[src/rtl/pm_loader_if.sv]
// Host byte-stream handshake into the program memory loader; master is the host side.
interface pm_loader_if #(
    parameter int DATA_W = 8
);
    logic              host_valid;
    logic [DATA_W-1:0] host_data;
    logic              host_ready;

    modport master (output host_valid, output host_data, input host_ready);
    modport slave  (input host_valid, input host_data, output host_ready);
endinterface

[src/rtl/pm_loader.sv]
// Fills program memory from LEN/payload[/CSUM] host frames while holding the CPU in reset; write lands 1 cycle after accept.
// host_ready is registered, high only in LEN/DATA/CSUM; PM_LOADER_CSUM_EN adds the trailing checksum byte.
module pm_loader #(
    parameter int ADDR_W         = 8,
    parameter int DATA_W         = 8,
    parameter int TIMEOUT_CYCLES = 1023
) (
    input  logic              clk,
    input  logic              reset,
    input  logic              start,
    pm_loader_if.slave        host,
    output logic [ADDR_W-1:0] pm_wr_addr,
    output logic [DATA_W-1:0] pm_wr_data,
    output logic              pm_wren,
    output logic              cpu_hold,
    output logic              load_done,
    output logic              load_err,
    output logic [ADDR_W:0]   words_loaded
);
    localparam int              TW         = $clog2(TIMEOUT_CYCLES + 1);
    localparam logic [TW-1:0]   T_LAST     = TW'(TIMEOUT_CYCLES - 1);
    localparam logic [ADDR_W:0] FULL_IMAGE = {1'b1, {ADDR_W{1'b0}}};

    typedef enum logic [2:0] {
        S_IDLE,
        S_LEN,
        S_DATA,
        S_CSUM,
        S_DONE,
        S_ERR
    } state_t;

    state_t            state;
    logic              ready_q;
    logic [ADDR_W-1:0] addr;
    logic [ADDR_W:0]   n_len;
    logic [TW-1:0]     tcnt;
    logic              accept;
    logic              last_byte;
    logic [ADDR_W:0]   words_next;
`ifdef PM_LOADER_CSUM_EN
    logic [DATA_W-1:0] sum;
    logic [DATA_W-1:0] sum_next;

    assign sum_next = sum + host.host_data;
`endif

    assign host.host_ready = ready_q;
    assign accept          = host.host_valid & ready_q;
    assign words_next      = words_loaded + 1'b1;
    assign last_byte       = (words_next == n_len);

    always_ff @(posedge clk or posedge reset) begin
        if (reset) begin
            state        <= S_IDLE;
            ready_q      <= 1'b0;
            addr         <= '0;
            n_len        <= '0;
            tcnt         <= '0;
            pm_wr_addr   <= '0;
            pm_wr_data   <= '0;
            pm_wren      <= 1'b0;
            cpu_hold     <= 1'b0;
            load_done    <= 1'b0;
            load_err     <= 1'b0;
            words_loaded <= '0;
`ifdef PM_LOADER_CSUM_EN
            sum          <= '0;
`endif
        end else begin
            pm_wren   <= 1'b0;
            load_done <= 1'b0;
            // ready_q doubles as "frame open": idle cycles count only while bytes are expected
            tcnt      <= (ready_q && !accept) ? tcnt + 1'b1 : '0;

            case (state)
                S_IDLE, S_DONE, S_ERR: begin
                    if (start) begin
                        state        <= S_LEN;
                        ready_q      <= 1'b1;
                        cpu_hold     <= 1'b1;
                        load_err     <= 1'b0;
                        words_loaded <= '0;
`ifdef PM_LOADER_CSUM_EN
                        sum          <= '0;
`endif
                    end else if (state == S_DONE) begin
                        state    <= S_IDLE;
                        cpu_hold <= 1'b0;
                    end
                end
                S_LEN: begin
                    if (accept) begin
                        n_len <= (host.host_data == '0) ? FULL_IMAGE
                                                        : (ADDR_W + 1)'(host.host_data);
                        addr  <= '0;
                        state <= S_DATA;
                    end
                end
                S_DATA: begin
                    if (accept) begin
                        pm_wren      <= 1'b1;
                        pm_wr_addr   <= addr;
                        pm_wr_data   <= host.host_data;
                        addr         <= addr + 1'b1;
                        words_loaded <= words_next;
`ifdef PM_LOADER_CSUM_EN
                        sum          <= sum_next;
                        if (last_byte) begin
                            state <= S_CSUM;
                        end
`else
                        if (last_byte) begin
                            state     <= S_DONE;
                            ready_q   <= 1'b0;
                            load_done <= 1'b1;
                        end
`endif
                    end
                end
`ifdef PM_LOADER_CSUM_EN
                S_CSUM: begin
                    if (accept) begin
                        ready_q <= 1'b0;
                        if (sum_next == '0) begin
                            state     <= S_DONE;
                            load_done <= 1'b1;
                        end else begin
                            state    <= S_ERR;
                            load_err <= 1'b1;
                        end
                    end
                end
`endif
                default: state <= S_IDLE;
            endcase

            // An abandoned frame leaves whatever was already written in memory
            if (ready_q && !accept && tcnt == T_LAST) begin
                state    <= S_ERR;
                ready_q  <= 1'b0;
                load_err <= 1'b1;
            end
        end
    end
endmodule

[src/flat_wrapper.sv]
// flat-port wrapper written by rule: the top's interface ports become plain ports
module pm_loader_flat 
#(
    parameter int ADDR_W         = 8,
    parameter int DATA_W         = 8,
    parameter int TIMEOUT_CYCLES = 1023
)
  (clk, reset, start, pm_wr_addr, pm_wr_data, pm_wren, cpu_hold, load_done, load_err, words_loaded, host_host_valid, host_host_data, host_host_ready);
  pm_loader_if #(.DATA_W(DATA_W)) host_i ();
  input  logic clk;
  input  logic reset;
  input  logic start;
  output logic [ADDR_W-1:0] pm_wr_addr;
  output logic [DATA_W-1:0] pm_wr_data;
  output logic pm_wren;
  output logic cpu_hold;
  output logic load_done;
  output logic load_err;
  output logic [ADDR_W:0] words_loaded;
  input wire logic [$bits(host_i.host_valid)-1:0] host_host_valid;
  input wire logic [$bits(host_i.host_data)-1:0] host_host_data;
  output wire logic [$bits(host_i.host_ready)-1:0] host_host_ready;
  assign host_i.host_valid = host_host_valid;
  assign host_i.host_data = host_host_data;
  assign host_host_ready = host_i.host_ready;
  pm_loader #(.ADDR_W(ADDR_W), .DATA_W(DATA_W), .TIMEOUT_CYCLES(TIMEOUT_CYCLES)) u_core (.clk(clk), .reset(reset), .start(start), .host(host_i), .pm_wr_addr(pm_wr_addr), .pm_wr_data(pm_wr_data), .pm_wren(pm_wren), .cpu_hold(cpu_hold), .load_done(load_done), .load_err(load_err), .words_loaded(words_loaded));
endmodule
[config.mk]
export PLATFORM = sky130hd
export DESIGN_NAME = pm_loader_flat
export DESIGN_NICKNAME = d
export VERILOG_FILES = /design/src/rtl/pm_loader_if.sv /design/src/rtl/pm_loader.sv /design/src/flat_wrapper.sv
export SDC_FILE = /design/constraint.sdc
export NUM_CORES = 1
export LEC_CHECK = 0
export ABC_AREA = 1
export BUFFER_PORTS_ARGS = -buffer_cell sky130_fd_sc_hd__buf_2
export CAP_MARGIN = 40
export CELL_PAD_IN_SITES_DETAIL_PLACEMENT = 1
export CELL_PAD_IN_SITES_GLOBAL_PLACEMENT = 2
export CORE_MARGIN = 5
export CORE_UTILIZATION = 33
export DETAILED_ROUTE_END_ITERATION = 8
export GPL_ROUTABILITY_DRIVEN = 0
export PLACE_DENSITY = 0.9
export SYNTH_ARGS = -nofsm -noshare
export SYNTH_HDL_FRONTEND = slang
export SYNTH_SLANG_ARGS = --single-unit
[constraint.sdc]
create_clock -name clk -period 1.9 [get_ports clk]
set_clock_uncertainty 0.1 [all_clocks]
set_input_delay 0.095 -clock clk [delete_from_list [all_inputs] [get_ports clk]]
set_output_delay 0.095 -clock clk [all_outputs]
set_load 0.02 [all_outputs]
# Word level (Yosys, flattened, before mapping)
# Cells that the tools add are included.
op_classes:
  add_sub_neg: 3
  eq_ne: 14
  n_mux: 30
  bitwise_logic: 1
  reduce_logical: 20
op_table:
  columns: ["cell", "count"]
  rows:
  - ["$mux 9", 3]
  - ["$mux 3", 6]
  - ["$pmux 9 s2", 1]
  - ["$mux 8", 2]
  - ["$pmux 8 s2", 1]
  - ["$mux 1", 14]
  - ["$add 10x1->10 const B", 1]
  - ["$eq 10x10->1 const B", 1]
  - ["$mux 10", 1]
  - ["$reduce_bool 2->1", 5]
  - ["$add 9x1->9 const B", 1]
  - ["$eq 9x9->1", 1]
  - ["$ne 3x1->1 const B", 3]
  - ["$pmux 3 s3", 1]
  - ["$add 8x1->8 const B", 1]
  - ["$logic_not 8->1", 1]
  - ["$reduce_and 2->1", 4]
  - ["$reduce_and 4->1", 2]
  - ["$eq 3x3->1 const B", 2]
  - ["$reduce_and 3->1", 2]
  - ["$ne 2x1->1 const B", 2]
  - ["$ne 4x2->1 const B", 1]
  - ["$eq 3x1->1 const B", 1]
  - ["$eq 3x2->1 const B", 1]
  - ["other kinds (9)", 10]
totals:
  ff_bits: 60
  input_bits: 12
  out_inout_bits: 30
  wordCells: 80

# Longest topological paths before layout
# Gate-level depths: netlist of run 1.
logic_depth:
  word_depth: 6
  ltp_mapped: 14
  mapped_depth_nobuf: 14

# Worst setup path before layout of run 1
# OpenSTA, ideal clock, no wires.
synth_timing:
  path_kind: "reg-to-reg"
  startpoint: "reg u_core.words_loaded[1]"
  endpoint: "reg u_core.ready_q (netlist: u_core.host.host_ready)"
  setup_ns: 0.117
  arrival_time_ns: 1.611
  required_ns: 1.683
  setup_slack_ns: 0.072
  stages_incl_launch_ff: 13
  path_buffers: 0
  synth_period_minus_slack_ns: 1.828
  path_cell_list: "dfrtp_1 > ha_1 > nand2_2 > nor2_4 > nand2_1 > nand3b_1 > nand2_1 > nor2_1 > nand4_2 > nand2_2 > nand2_1 > nand2_1 > nand2_1"
synth_between:
  elab_chain_cells: 4
synth_rtl:
  columns: ["item", "line_no", "source"]
  rows:
  - ["from (decl)", "pm_loader.sv:18", "output logic [ADDR_W:0] words_loaded"]
  - ["from (signal assigned)", "pm_loader.sv:106", "words_loaded <= words_next;"]
  - ["$add 9x1->9", "pm_loader.sv:50", "assign words_next = words_loaded + 1'b1;"]
  - ["$eq 9x9->1", "pm_loader.sv:51", "assign last_byte = (words_next == n_len);"]
  - ["$ne 3x1->1 (no line)", null, null]
  - ["$reduce_and 4->1 (no line)", null, null]
  - ["to (signal assigned)", "pm_loader.sv:56", "ready_q <= 1'b0;"]
  - ["to (signal assigned)", "pm_loader.sv:80", "ready_q <= 1'b1;"]
  - ["to (signal assigned)", "pm_loader.sv:115", "ready_q <= 1'b0;"]
  - ["to (decl)", "pm_loader.sv:34", "logic ready_q;"]
# No other way between the ends.
# A chain may end at the register's enable or synchronous reset.

# Worst setup path after layout of run 1
layout_timing:
  startpoint: "reg u_core.words_loaded[1]"
  endpoint: "reg u_core.state[0]"
layout_between:
  elab_chain_cells: 4
layout_rtl:
  columns: ["item", "line_no", "source"]
  rows:
  - ["$add 9x1->9", "pm_loader.sv:50", null]
  - ["$eq 9x9->1", "pm_loader.sv:51", null]
  - ["$ne 3x1->1 (no line)", null, null]
  - ["$reduce_and 4->1 (no line)", null, null]
  - ["to (signal assigned)", "pm_loader.sv:55", "state <= S_IDLE;"]
  - ["to (signal assigned)", "pm_loader.sv:79", "state <= S_LEN;"]
  - ["to (signal assigned)", "pm_loader.sv:88", "state <= S_IDLE;"]
  - ["to (decl)", "pm_loader.sv:33", "state_t state;"]
# No other way between the ends.

==> results of run 1 <==
==> metal layers <==
layer / GRT usage / wire (um) / vias to the layer above / part of all wire
met4: 0.0619 / 172 / 0 / 0.021
met2: 0.272 / 4250 / 31 / 0.53
li1: - / - / 1292 / -
met1: 0.183 / 3410 / 1264 / 0.42
met5: 0 / 0 / - / 0
met3: 0.0330 / 209 / 15 / 0.026
==> critical path, stage by stage, from the launching register on <==
cell and delay [ns]:
sky130_fd_sc_hd__dfrtp_1 0.41, sky130_fd_sc_hd__buf_6 0.13, sky130_fd_sc_hd__nand2_2 0.06, sky130_fd_sc_hd__nor2_4 0.23, sky130_fd_sc_hd__nand3_2 0.10, sky130_fd_sc_hd__nand3_1 0.11
sky130_fd_sc_hd__nand2_2 0.06, sky130_fd_sc_hd__nor2_1 0.13, sky130_fd_sc_hd__nand4_2 0.11, sky130_fd_sc_hd__nand2_2 0.13, sky130_fd_sc_hd__nand2_2 0.06, sky130_fd_sc_hd__nand2_1 0.05
sky130_fd_sc_hd__nand2_1 0.05
==> worst paths after layout <==
path / to
worst min register to register: u_core.load_err
worst min-delay path: u_core.host.host_ready
worst max-delay path: u_core.state[0]
max in group asynchronous: u_core.state[0]
min in group asynchronous: u_core.pm_wr_data[0]
worst max register to register: u_core.state[0]
==> cells in the mapped netlist (all sizes together) <==
library cell  instances
nand4                 3
nor2                 27
o21bai                1
a21oi                 5
nor4                  1
o21ai                46
dfrtp                60
nand3b                3
buf                   3
nor3                  9
xnor2                 1
and3                  1
o32ai                 1
inv                  59
a31oi                 1
nand2               100
ha                    4
clkbuf                3
nand3                27
o22ai                 6
==> flip-flops by register name, indices dropped and copies added (netlist names) <==
signal and count:
u_core.addr 8, u_core.cpu_hold 1, u_core.host.host_ready 1, u_core.load_done 1, u_core.load_err 1, u_core.n_len 9, u_core.pm_wr_addr 8, u_core.pm_wr_data 8
u_core.pm_wren 1, u_core.state 3, u_core.tcnt 10, u_core.words_loaded 9
==> through the flow <==
stage / hold WS [ns] / instance area, um2
floorplan: 0.112 / 2890
detailed placement: 0.0765 / 3300
finish: 0.0332 / 3660
global route: 0.0522 / 3660
CTS: 0.0183 / 3590
global placement: 0.0617 / 3300
==> where the power goes <==
group / internal, W / switching [W] / total (W)
clock network: 0.000679 / 0.000516 / 0.00119
logic: 0.000540 / 0.00100 / 0.00154
registers: 0.00162 / 0.000251 / 0.00187
total: 0.00284 / 0.00177 / 0.00461
==> repair_timing <==
action | CTS | global route
hold buffers | 9 | 0
resized for setup | 0 | 14
setup buffers | 0 | 2
setup endpoints to repair | 0 | 12
hold endpoints to repair | 38 | 0
==> cell type report <==
class	count	area [um2]
Fill cell	1047	4980
Sequential cell	60	1500
Multi-Input combinational cell	236	1190
Timing Repair Buffer	63	409
Inverter	59	221
Clock buffer	13	159
Tap cell	108	135
Clock inverter	3	45.0
==> logic make-up after synthesis <==
| logic type | synth area share |
|---|---|
| XOR/XNOR | 0.00303 |
| adder cells (fa/ha/maj) | 0.0173 |
| buffers and inverters | 0.0866 |
| flip-flops | 0.520 |
| AO/OA/AOI/OAI | 0.110 |
| AND/OR/NAND/NOR | 0.263 |
==> results_tabular.tex, run 1 <==
\begin{tabular}{lr}
\hline
Metric & Value \\
\hline
\multicolumn{2}{l}{\textbf{Run status}} \\
Run status & finished, final reports clean \\
\multicolumn{2}{l}{\textbf{Detailed routing}} \\
Number of violations reported at the end of detailed-routing iteration 0 & 45 \\
Detailed-route wire length & 8.04 mm \\
Remaining DRCs & 0 \\
Post-DR vias/cell & 4.80 \\
Routed wire length per instance & 14.8 um \\
Residual antenna-violating net count after detailed routing & 0 \\
DR vias & 2602 \\
Detailed-router iteration count before antenna repair & 4 \\
\multicolumn{2}{l}{\textbf{Die}} \\
Die footprint & 10700 um2 \\
Core ar. & 8640 um2 \\
Row count & 34 \\
Number of top-level pins & 42 \\
Initial core utilization & 0.335 \\
Die outline width & 104 um \\
Height of the chip & 104 um \\
\multicolumn{2}{l}{\textbf{Timing}} \\
Hold Vio Cnt, Final & 0 \\
Final setup margin & 0.0573 ns \\
Post-route setup TNS & 0 ns \\
Final period util & 0.970 \\
Max Slew Vio Count & 0 \\
Time the final worst path needs with I/O delays and setup & 1.84 ns \\
Highest attainable clock frequency & 0.543 GHz \\
Final setup violation count & 0 \\
Headroom to the max-slew limit & 0.646 \\
RSZ-0062 raised after global routing & yes \\
Pin slew with the least headroom to its limit & 0.530 ns \\
\multicolumn{2}{l}{\textbf{Critical path}} \\
Beginning of the critical path & u\_core.words\_loaded[1] \\
CP Max Fanout & 5 \\
Data arrival time at the worst-slack endpoint & 1.97 ns \\
Number of cells on the worst reg-to-reg path & 12 \\
Critical register-to-register path startpoint & u\_core.words\_loaded[1] \\
Flop-to-flop setup slack & 0.06 ns \\
Required time of the critical path & 2.02 ns \\
Type of the setup path with the least slack & reg2reg \\
Endpoint kind of the worst setup timing path & flip-flop \\
Launching element type of the critical path & flip-flop \\
\multicolumn{2}{l}{\textbf{Synthesis}} \\
Yosys reg bits & 60 \\
Synth Warn \# & 0 \\
Mean post-synth cell area & 8.00 um2 \\
Area of the mapped netlist & 2890 um2 \\
Count of mapped cells out of synthesis & 361 \\
Cell taking the most area after synthesis & sky130\_fd\_sc\_hd\_\_dfrtp\_1 \\
Post-synth top area share & 0.520 \\
Number of nets in the synthesized netlist & 377 \\
Distinct cells, synth & 29 \\
Ranking of synthesized cells by area & sky130\_fd\_sc\_hd\_\_dfrtp\_1 (52\%), sky130\_fd\_sc\_hd\_\_nand2\_1 (13\%), sky130\_fd\_sc\_hd\_\_inv\_1 (7.5\%) \\
Fraction of the yosys area taken by sequential cells & 0.520 \\
\multicolumn{2}{l}{\textbf{Final layout}} \\
Antenna Cells & 0 \\
Share of the core filled with cells & 0.424 \\
Area delta synth->final & 26.6\% \\
Most frequent standard cell in the layout excluding fill and tap cells & sky130\_fd\_sc\_hd\_\_nand2\_1 \\
Final \#Nets & 445 \\
Fraction of final layout cells sized beyond drive strength 1 & 0.217 \\
Number of standard cells in the layout, taps in and fillers out & 542 \\
Top library cells by usage in the layout, fill and taps aside & sky130\_fd\_sc\_hd\_\_nand2\_1 (92), sky130\_fd\_sc\_hd\_\_dfrtp\_1 (60), sky130\_fd\_sc\_hd\_\_inv\_1 (55) \\
\multicolumn{2}{l}{\textbf{GRT}} \\
Wire length of the first global-routing pass & 13.6 mm \\
Maximum number of pins on one net before global-route repair & 40 \\
GRT overflow & 0 \\
Initial antenna violation count & 0 \\
Number of global-route vias before repair & 2821 \\
Global-route usage over all layers & 0.155 \\
\multicolumn{2}{l}{\textbf{CTS}} \\
Sinks on the clock net & 60 \\
Maximum clock path buffer count & 2 \\
Library cell used as clock root buffer & sky130\_fd\_sc\_hd\_\_clkbuf\_8 \\
Clock transition at the registers of the reported paths & 0.07 ns \\
Clock buffers created by TritonCTS & 9 \\
CTS tree & yes \\
Level count of the clock H-tree & 3 \\
Clock latency at the later pin of the worst-skew pair & 0.35 ns \\
\multicolumn{2}{l}{\textbf{Run}} \\
Number of maximum-capacitance constraint violations & 0 \\
\multicolumn{2}{l}{\textbf{Worst hold path}} \\
Worst min-delay path category & in2reg \\
Number of stages on the worst hold path & 5 \\
Critical hold path startpoint & start \\
\multicolumn{2}{l}{\textbf{Place}} \\
DP Worst Slack & 0.0471 ns \\
Placed instance count & 515 \\
Final HPWL from detailed placement & 5.69 mm \\
Port Buffers & 41 \\
\multicolumn{2}{l}{\textbf{Pwr}} \\
Max rail drop VDD & 406 uV \\
Total power density per cell area & 1260 nW/um2 \\
LEAKAGE & 1.87 nW \\
Final Total Pwr & 0.00461 W \\
\hline
\end{tabular}
Power figures use the tool's default switching activity.
==> run 2: changes to the inputs <==
PLACE_DENSITY = 0.79   (was 0.9)
==> results_tabular.tex, run 2 (synthesis results as in run 1) <==
\begin{tabular}{lr}
\hline
Metric & Value \\
\hline
\multicolumn{2}{l}{\textbf{CTS}} \\
Level count of the clock H-tree & 3 \\
Clock latency at the later pin of the worst-skew pair & 0.34 ns \\
Sinks on the clock net & 60 \\
Library cell used as clock root buffer & sky130\_fd\_sc\_hd\_\_clkbuf\_8 \\
CTS tree & yes \\
Clock buffers created by TritonCTS & 9 \\
Maximum clock path buffer count & 2 \\
Clock transition at the registers of the reported paths & 0.07 ns \\
\multicolumn{2}{l}{\textbf{Run}} \\
Number of maximum-capacitance constraint violations & 0 \\
\multicolumn{2}{l}{\textbf{Critical path}} \\
Endpoint kind of the worst setup timing path & flip-flop \\
Launching element type of the critical path & flip-flop \\
Kind of cell adding the most delay to the critical path & simple AND/OR/NAND/NOR gates \\
Peak per-stage delay on the critical path & 0.39 ns \\
Most used cell, CP & sky130\_fd\_sc\_hd\_\_nand2\_1 \\
Number of buffers and inverters on the critical path & 1 \\
Type of the setup path with the least slack & reg2reg \\
Cell breakdown of the critical path & buf\_4, nand2\_1, nor2\_4, nand3\_1, nand2\_1, nand2\_1, nand2\_1, nand4\_2, nand2\_2, nand2\_2, nand2\_1, nand2\_1 \\
Required time of the critical path & 2.02 ns \\
CP Max Fanout & 5 \\
Highest-delay cell along the critical path & sky130\_fd\_sc\_hd\_\_dfrtp\_1 \\
Data arrival time at the worst-slack endpoint & 1.95 ns \\
\multicolumn{2}{l}{\textbf{GRT}} \\
Global-route usage over all layers & 0.152 \\
GRT overflow & 0 \\
Number of global-route vias before repair & 2695 \\
Wire length of the first global-routing pass & 13.4 mm \\
Maximum number of pins on one net before global-route repair & 37 \\
Initial antenna violation count & 0 \\
\multicolumn{2}{l}{\textbf{Place}} \\
Final HPWL from detailed placement & 5.77 mm \\
DP Worst Slack & 0.0294 ns \\
DP Area & 3310 um2 \\
Placed instance count & 515 \\
Port Buffers & 41 \\
\multicolumn{2}{l}{\textbf{Timing}} \\
Pin slew with the least headroom to its limit & 0.381 ns \\
Headroom to the max-slew limit & 0.746 \\
RSZ-0062 raised after global routing & yes \\
Max Slew Vio Count & 0 \\
Final setup violation count & 0 \\
Highest attainable clock frequency & 0.549 GHz \\
Time the final worst path needs with I/O delays and setup & 1.82 ns \\
Final setup margin & 0.0778 ns \\
Hold Vio Cnt, Final & 0 \\
Final period util & 0.959 \\
\multicolumn{2}{l}{\textbf{Die}} \\
Number of top-level pins & 42 \\
Row count & 34 \\
Die footprint & 10700 um2 \\
Height of the chip & 104 um \\
Core ar. & 8640 um2 \\
Die outline width & 104 um \\
Initial core utilization & 0.335 \\
\multicolumn{2}{l}{\textbf{Detailed routing}} \\
DR vias & 2588 \\
Routed wire length per instance & 14.4 um \\
Post-DR vias/cell & 4.78 \\
Remaining DRCs & 0 \\
Detailed-router iteration count before antenna repair & 4 \\
Detailed-route wire length & 7.77 mm \\
Residual antenna-violating net count after detailed routing & 0 \\
Number of violations reported at the end of detailed-routing iteration 0 & 55 \\
\multicolumn{2}{l}{\textbf{Pwr}} \\
Int Pwr & 0.00280 W \\
Net Sw Frac & 0.386 \\
Final Total Pwr & 0.00456 W \\
Gate power share & 0.339 \\
Clock network power share & 0.255 \\
Total power density per cell area & 1250 nW/um2 \\
Psw & 0.00176 W \\
Power share of the sequential group & 0.407 \\
LEAKAGE & 1.85 nW \\
Max rail drop VDD & 430 uV \\
\multicolumn{2}{l}{\textbf{Final layout}} \\
Total area of sequential cells & 1500 um2 \\
Largest registers & u\_core.tcnt: 10 flops, u\_core.n\_len: 9 flops, u\_core.words\_loaded: 9 flops \\
Largest Register & u\_core.tcnt \\
Most frequent standard cell in the layout excluding fill and tap cells & sky130\_fd\_sc\_hd\_\_nand2\_1 \\
Final \#Nets & 444 \\
Number of standard cells in the layout, taps in and fillers out & 541 \\
Fill cell count & 1069 \\
Area delta synth->final & 26.6\% \\
Top library cells by usage in the layout, fill and taps aside & sky130\_fd\_sc\_hd\_\_nand2\_1 (92), sky130\_fd\_sc\_hd\_\_dfrtp\_1 (59), sky130\_fd\_sc\_hd\_\_inv\_1 (54) \\
Final non-filler cell area & 3660 um2 \\
Number of flip-flops under the largest register name & 10 \\
Multi-input gate area in the final layout & 1190 um2 \\
Antenna Cells & 0 \\
Fraction of final layout cells sized beyond drive strength 1 & 0.219 \\
\multicolumn{2}{l}{\textbf{Run status}} \\
Run status & finished, final reports clean \\
\multicolumn{2}{l}{\textbf{Worst hold path}} \\
Worst min-delay path category & in2reg \\
\hline
\end{tabular}
==> run 2: final cells by class <==
type	instances	area share
repair buffers	62	0.112
multi-input cells	236	0.326
inverters	59	0.0606
flip-flops and latches	60	0.411
clock inverters	4	0.0133
clock buffers	12	0.0397
well taps	108	0.0369
==> run 2: routing by layer <==
metal,share of wire,wire length [um],GRT usage,up-vias
met5,0,0,0,-
met4,0.011,85,0.0478,0
met3,0.036,283,0.0367,6
met2,0.49,3830,0.251,33
met1,0.46,3580,0.197,1264
li1,-,-,-,1285
==> run 2: path summary, 6_finish.rpt <==
path	slack [ns]	end	cells after the start	startpoint
setup / recovery	0.08	u_core.state[0]	12	u_core.words_loaded[1]
hold / removal	0.03	u_core.host.host_ready	5	start
setup reg to reg	0.08	u_core.state[0]	12	u_core.words_loaded[1]
hold reg to reg	0.37	u_core.pm_wr_data[1]	2	u_core.pm_wr_data[1]
max in group asynchronous	1.00	u_core.addr[5]	4	reset
min in group asynchronous	0.18	u_core.tcnt[8]	3	reset
==> run 2: what timing repair did <==
action                                 in CTS  in global routing
setup endpoints to repair                   0                  6
setup buffers                               0                  1
endpoints found under the hold margin      70                  0
hold buffers                                9                  0
gates resized for setup                     0                 16
==> run 2: worst reg2reg max path, cell delays in order, from the launching register on <==
cell and delay (ns):
sky130_fd_sc_hd__dfrtp_1 0.39, sky130_fd_sc_hd__buf_4 0.15, sky130_fd_sc_hd__nand2_1 0.08, sky130_fd_sc_hd__nor2_4 0.17, sky130_fd_sc_hd__nand3_1 0.12, sky130_fd_sc_hd__nand2_1 0.12, sky130_fd_sc_hd__nand2_1 0.06, sky130_fd_sc_hd__nand2_1 0.09
sky130_fd_sc_hd__nand4_2 0.13, sky130_fd_sc_hd__nand2_2 0.13, sky130_fd_sc_hd__nand2_2 0.07, sky130_fd_sc_hd__nand2_1 0.06, sky130_fd_sc_hd__nand2_1 0.05
==> run 2: power groups by stage <==
stage               logic, W  clock network, W  registers [W]
floorplan           0.000783                 0        0.00203
global placement     0.00147                 0        0.00187
detailed placement   0.00151                 0        0.00188
CTS                  0.00154           0.00120        0.00185
global route         0.00176           0.00126        0.00190
finish               0.00154           0.00116        0.00185
==> run 2: through the flow <==
step	setup TNS [ns]	hold slack, ns	utilization
2_1_floorplan	0	0.112	-
3_3_place_gp	0	0.00236	0.383
3_5_place_dp	0	0.00142	0.383
4_1_cts	0	0.0142	0.416
5_1_grt	-0.182	0.0424	0.424
6_report	0	0.0273	0.424
==> run 3: changes to the inputs <==
REMOVE_ABC_BUFFERS = 1   (was not set)
==> results_tabular.tex, run 3 (synthesis results as in run 1) <==
\begin{tabular}{lr}
\hline
Metric & Value \\
\hline
\multicolumn{2}{l}{\textbf{Critical path}} \\
Most used cell, CP & sky130\_fd\_sc\_hd\_\_nand2\_1 \\
Type of the setup path with the least slack & reg2reg \\
Destination of the worst register-to-register timing path & u\_core.state[0] \\
CP Max Fanout & 4 \\
Cell breakdown of the critical path & ha\_4, inv\_1, nand2\_1, nand2\_1, nand3\_1, nor2\_1, nand3\_1, nor2\_2, nand4\_2, nand2\_2, nand2\_2, nand2\_1, nand2\_1 \\
Flop-to-flop setup slack & 0.08 ns \\
Required time of the critical path & 2.03 ns \\
Peak per-stage delay on the critical path & 0.42 ns \\
Launching element type of the critical path & flip-flop \\
Kind of cell adding the most delay to the critical path & simple AND/OR/NAND/NOR gates \\
Endpoint kind of the worst setup timing path & flip-flop \\
Data arrival time at the worst-slack endpoint & 1.95 ns \\
Number of cells on the worst reg-to-reg path & 13 \\
Highest-delay cell along the critical path & sky130\_fd\_sc\_hd\_\_dfrtp\_1 \\
Total number of cells along the worst setup path & 13 \\
Number of buffers and inverters on the critical path & 1 \\
Critical register-to-register path startpoint & u\_core.words\_loaded[0] \\
\multicolumn{2}{l}{\textbf{Timing}} \\
Hold Vio Cnt, Final & 0 \\
Final setup violation count & 0 \\
RSZ-0062 raised after global routing & yes \\
Final period util & 0.959 \\
Final hold slack & 0.0290 ns \\
Max Slew Vio Count & 0 \\
Headroom to the max-slew limit & 0.761 \\
Pin slew with the least headroom to its limit & 0.359 ns \\
Time the final worst path needs with I/O delays and setup & 1.82 ns \\
Highest attainable clock frequency & 0.549 GHz \\
\multicolumn{2}{l}{\textbf{Final layout}} \\
Fraction of final layout cells sized beyond drive strength 1 & 0.216 \\
Most frequent standard cell in the layout excluding fill and tap cells & sky130\_fd\_sc\_hd\_\_nand2\_1 \\
Final non-filler cell area & 3700 um2 \\
Area delta synth->final & 28.1\% \\
Antenna Cells & 0 \\
Number of flip-flops under the largest register name & 10 \\
Final \#Nets & 446 \\
Fill cell count & 1062 \\
Largest Register & u\_core.tcnt \\
Number of standard cells in the layout, taps in and fillers out & 543 \\
Top library cells by usage in the layout, fill and taps aside & sky130\_fd\_sc\_hd\_\_nand2\_1 (95), sky130\_fd\_sc\_hd\_\_dfrtp\_1 (59), sky130\_fd\_sc\_hd\_\_inv\_1 (56) \\
Largest registers & u\_core.tcnt: 10 flops, u\_core.n\_len: 9 flops, u\_core.words\_loaded: 9 flops \\
Share of the core filled with cells & 0.428 \\
\multicolumn{2}{l}{\textbf{Run}} \\
Number of maximum-capacitance constraint violations & 0 \\
\multicolumn{2}{l}{\textbf{Detailed routing}} \\
Routed wire length per instance & 13.8 um \\
Detailed-router iteration count before antenna repair & 4 \\
Residual antenna-violating net count after detailed routing & 0 \\
Post-DR vias/cell & 4.69 \\
Detailed-route wire length & 7.50 mm \\
Remaining DRCs & 0 \\
DR vias & 2545 \\
Number of violations reported at the end of detailed-routing iteration 0 & 46 \\
\multicolumn{2}{l}{\textbf{Die}} \\
Height of the chip & 104 um \\
Die outline width & 104 um \\
Core ar. & 8640 um2 \\
Die footprint & 10700 um2 \\
Row count & 34 \\
Number of top-level pins & 42 \\
Initial core utilization & 0.335 \\
\multicolumn{2}{l}{\textbf{GRT}} \\
Number of global-route vias before repair & 2758 \\
GRT overflow & 0 \\
Initial antenna violation count & 0 \\
Global-route usage over all layers & 0.147 \\
Maximum number of pins on one net before global-route repair & 37 \\
Wire length of the first global-routing pass & 13.0 mm \\
\multicolumn{2}{l}{\textbf{Worst hold path}} \\
End point of the worst hold path & u\_core.tcnt[0] \\
Number of stages on the worst hold path & 4 \\
Critical hold path startpoint & host\_host\_valid \\
Worst min-delay path category & in2reg \\
\multicolumn{2}{l}{\textbf{CTS}} \\
Clock buffers created by TritonCTS & 9 \\
Clock latency at the later pin of the worst-skew pair & 0.34 ns \\
CTS tree & yes \\
Clock transition at the registers of the reported paths & 0.07 ns \\
Level count of the clock H-tree & 3 \\
Sinks on the clock net & 60 \\
Library cell used as clock root buffer & sky130\_fd\_sc\_hd\_\_clkbuf\_8 \\
Maximum clock path buffer count & 2 \\
\multicolumn{2}{l}{\textbf{Pwr}} \\
Net Sw Frac & 0.372 \\
Psw & 0.00174 W \\
Int Pwr & 0.00294 W \\
Gate power share & 0.328 \\
Clock network power share & 0.277 \\
LEAKAGE & 1.90 nW \\
Total power density per cell area & 1260 nW/um2 \\
Max rail drop VDD & 549 uV \\
Power share of the sequential group & 0.396 \\
\multicolumn{2}{l}{\textbf{Place}} \\
Port Buffers & 41 \\
Placed instance count & 515 \\
Final HPWL from detailed placement & 5.54 mm \\
DP Area & 3310 um2 \\
\multicolumn{2}{l}{\textbf{Run status}} \\
Run status & finished, final reports clean \\
\hline
\end{tabular}
-- run 3: metal layers --
metal | GRT usage | wire (um) | up-vias | share of wire
met5 | 0 | 0 | - | 0
met4 | 0.0619 | 132 | 0 | 0.018
met3 | 0.0317 | 285 | 13 | 0.038
met2 | 0.229 | 3390 | 37 | 0.45
met1 | 0.197 | 3690 | 1202 | 0.49
li1 | - | - | 1293 | -
-- run 3: power groups by stage --
stage	Sequential, W	Combinational, W	Clock (W)
global placement	0.00186	0.00147	0
global route	0.00190	0.00175	0.00140
finish	0.00185	0.00153	0.00129
CTS	0.00185	0.00153	0.00133
floorplan	0.00203	0.000768	0
detailed placement	0.00187	0.00151	0
-- run 3: worst reg2reg max path: cells and delay by family (launching register included) --
kind | cells | cell delay (ns)
simple gates | 11 | 0.87
flops | 1 | 0.42
fa+ha+maj | 1 | 0.25
buf+inv | 1 | 0.07
-- run 3: timing repair --
item,CTS,global route
resized for setup,0,15
setup buffers,0,3
hold buffers,9,0
endpoints found under the hold margin,60,0
setup endpoints to repair,0,9
-- run 3: cell type report --
| cell class | count | area, um2 | area share |
|---|---|---|---|
| Clock buffer | 12 | 145 | 0.0392 |
| Clock inverter | 4 | 72.6 | 0.0196 |
| Inverter | 59 | 221 | 0.0599 |
| Multi-Input combinational cell | 236 | 1190 | 0.323 |
| Sequential cell | 60 | 1500 | 0.406 |
| Tap cell | 108 | 135 | 0.0365 |
| Timing Repair Buffer | 64 | 429 | 0.116 |
-- run 3: worst max-delay path by stage --
stage | start | endpoint
after global placement | u_core.words_loaded[0] | u_core.state[0]
after detailed placement | u_core.words_loaded[0] | u_core.state[0]
after CTS | u_core.words_loaded[0] | u_core.host.host_ready
after floorplan | u_core.words_loaded[1] | u_core.host.host_ready
final | u_core.words_loaded[0] | u_core.state[0]
after global routing | u_core.words_loaded[1] | u_core.state[0]
-- run 3: through the flow --
stage / setup TNS, ns / setup WS [ns] / total power (W)
global route: -0.0926 / -0.0402 / 0.00506
finish: 0 / 0.0771 / 0.00467
floorplan: 0 / 0.0718 / 0.00279
global placement: 0 / 0.134 / 0.00333
CTS: 0 / 0.0399 / 0.00471
detailed placement: 0 / 0.0448 / 0.00338
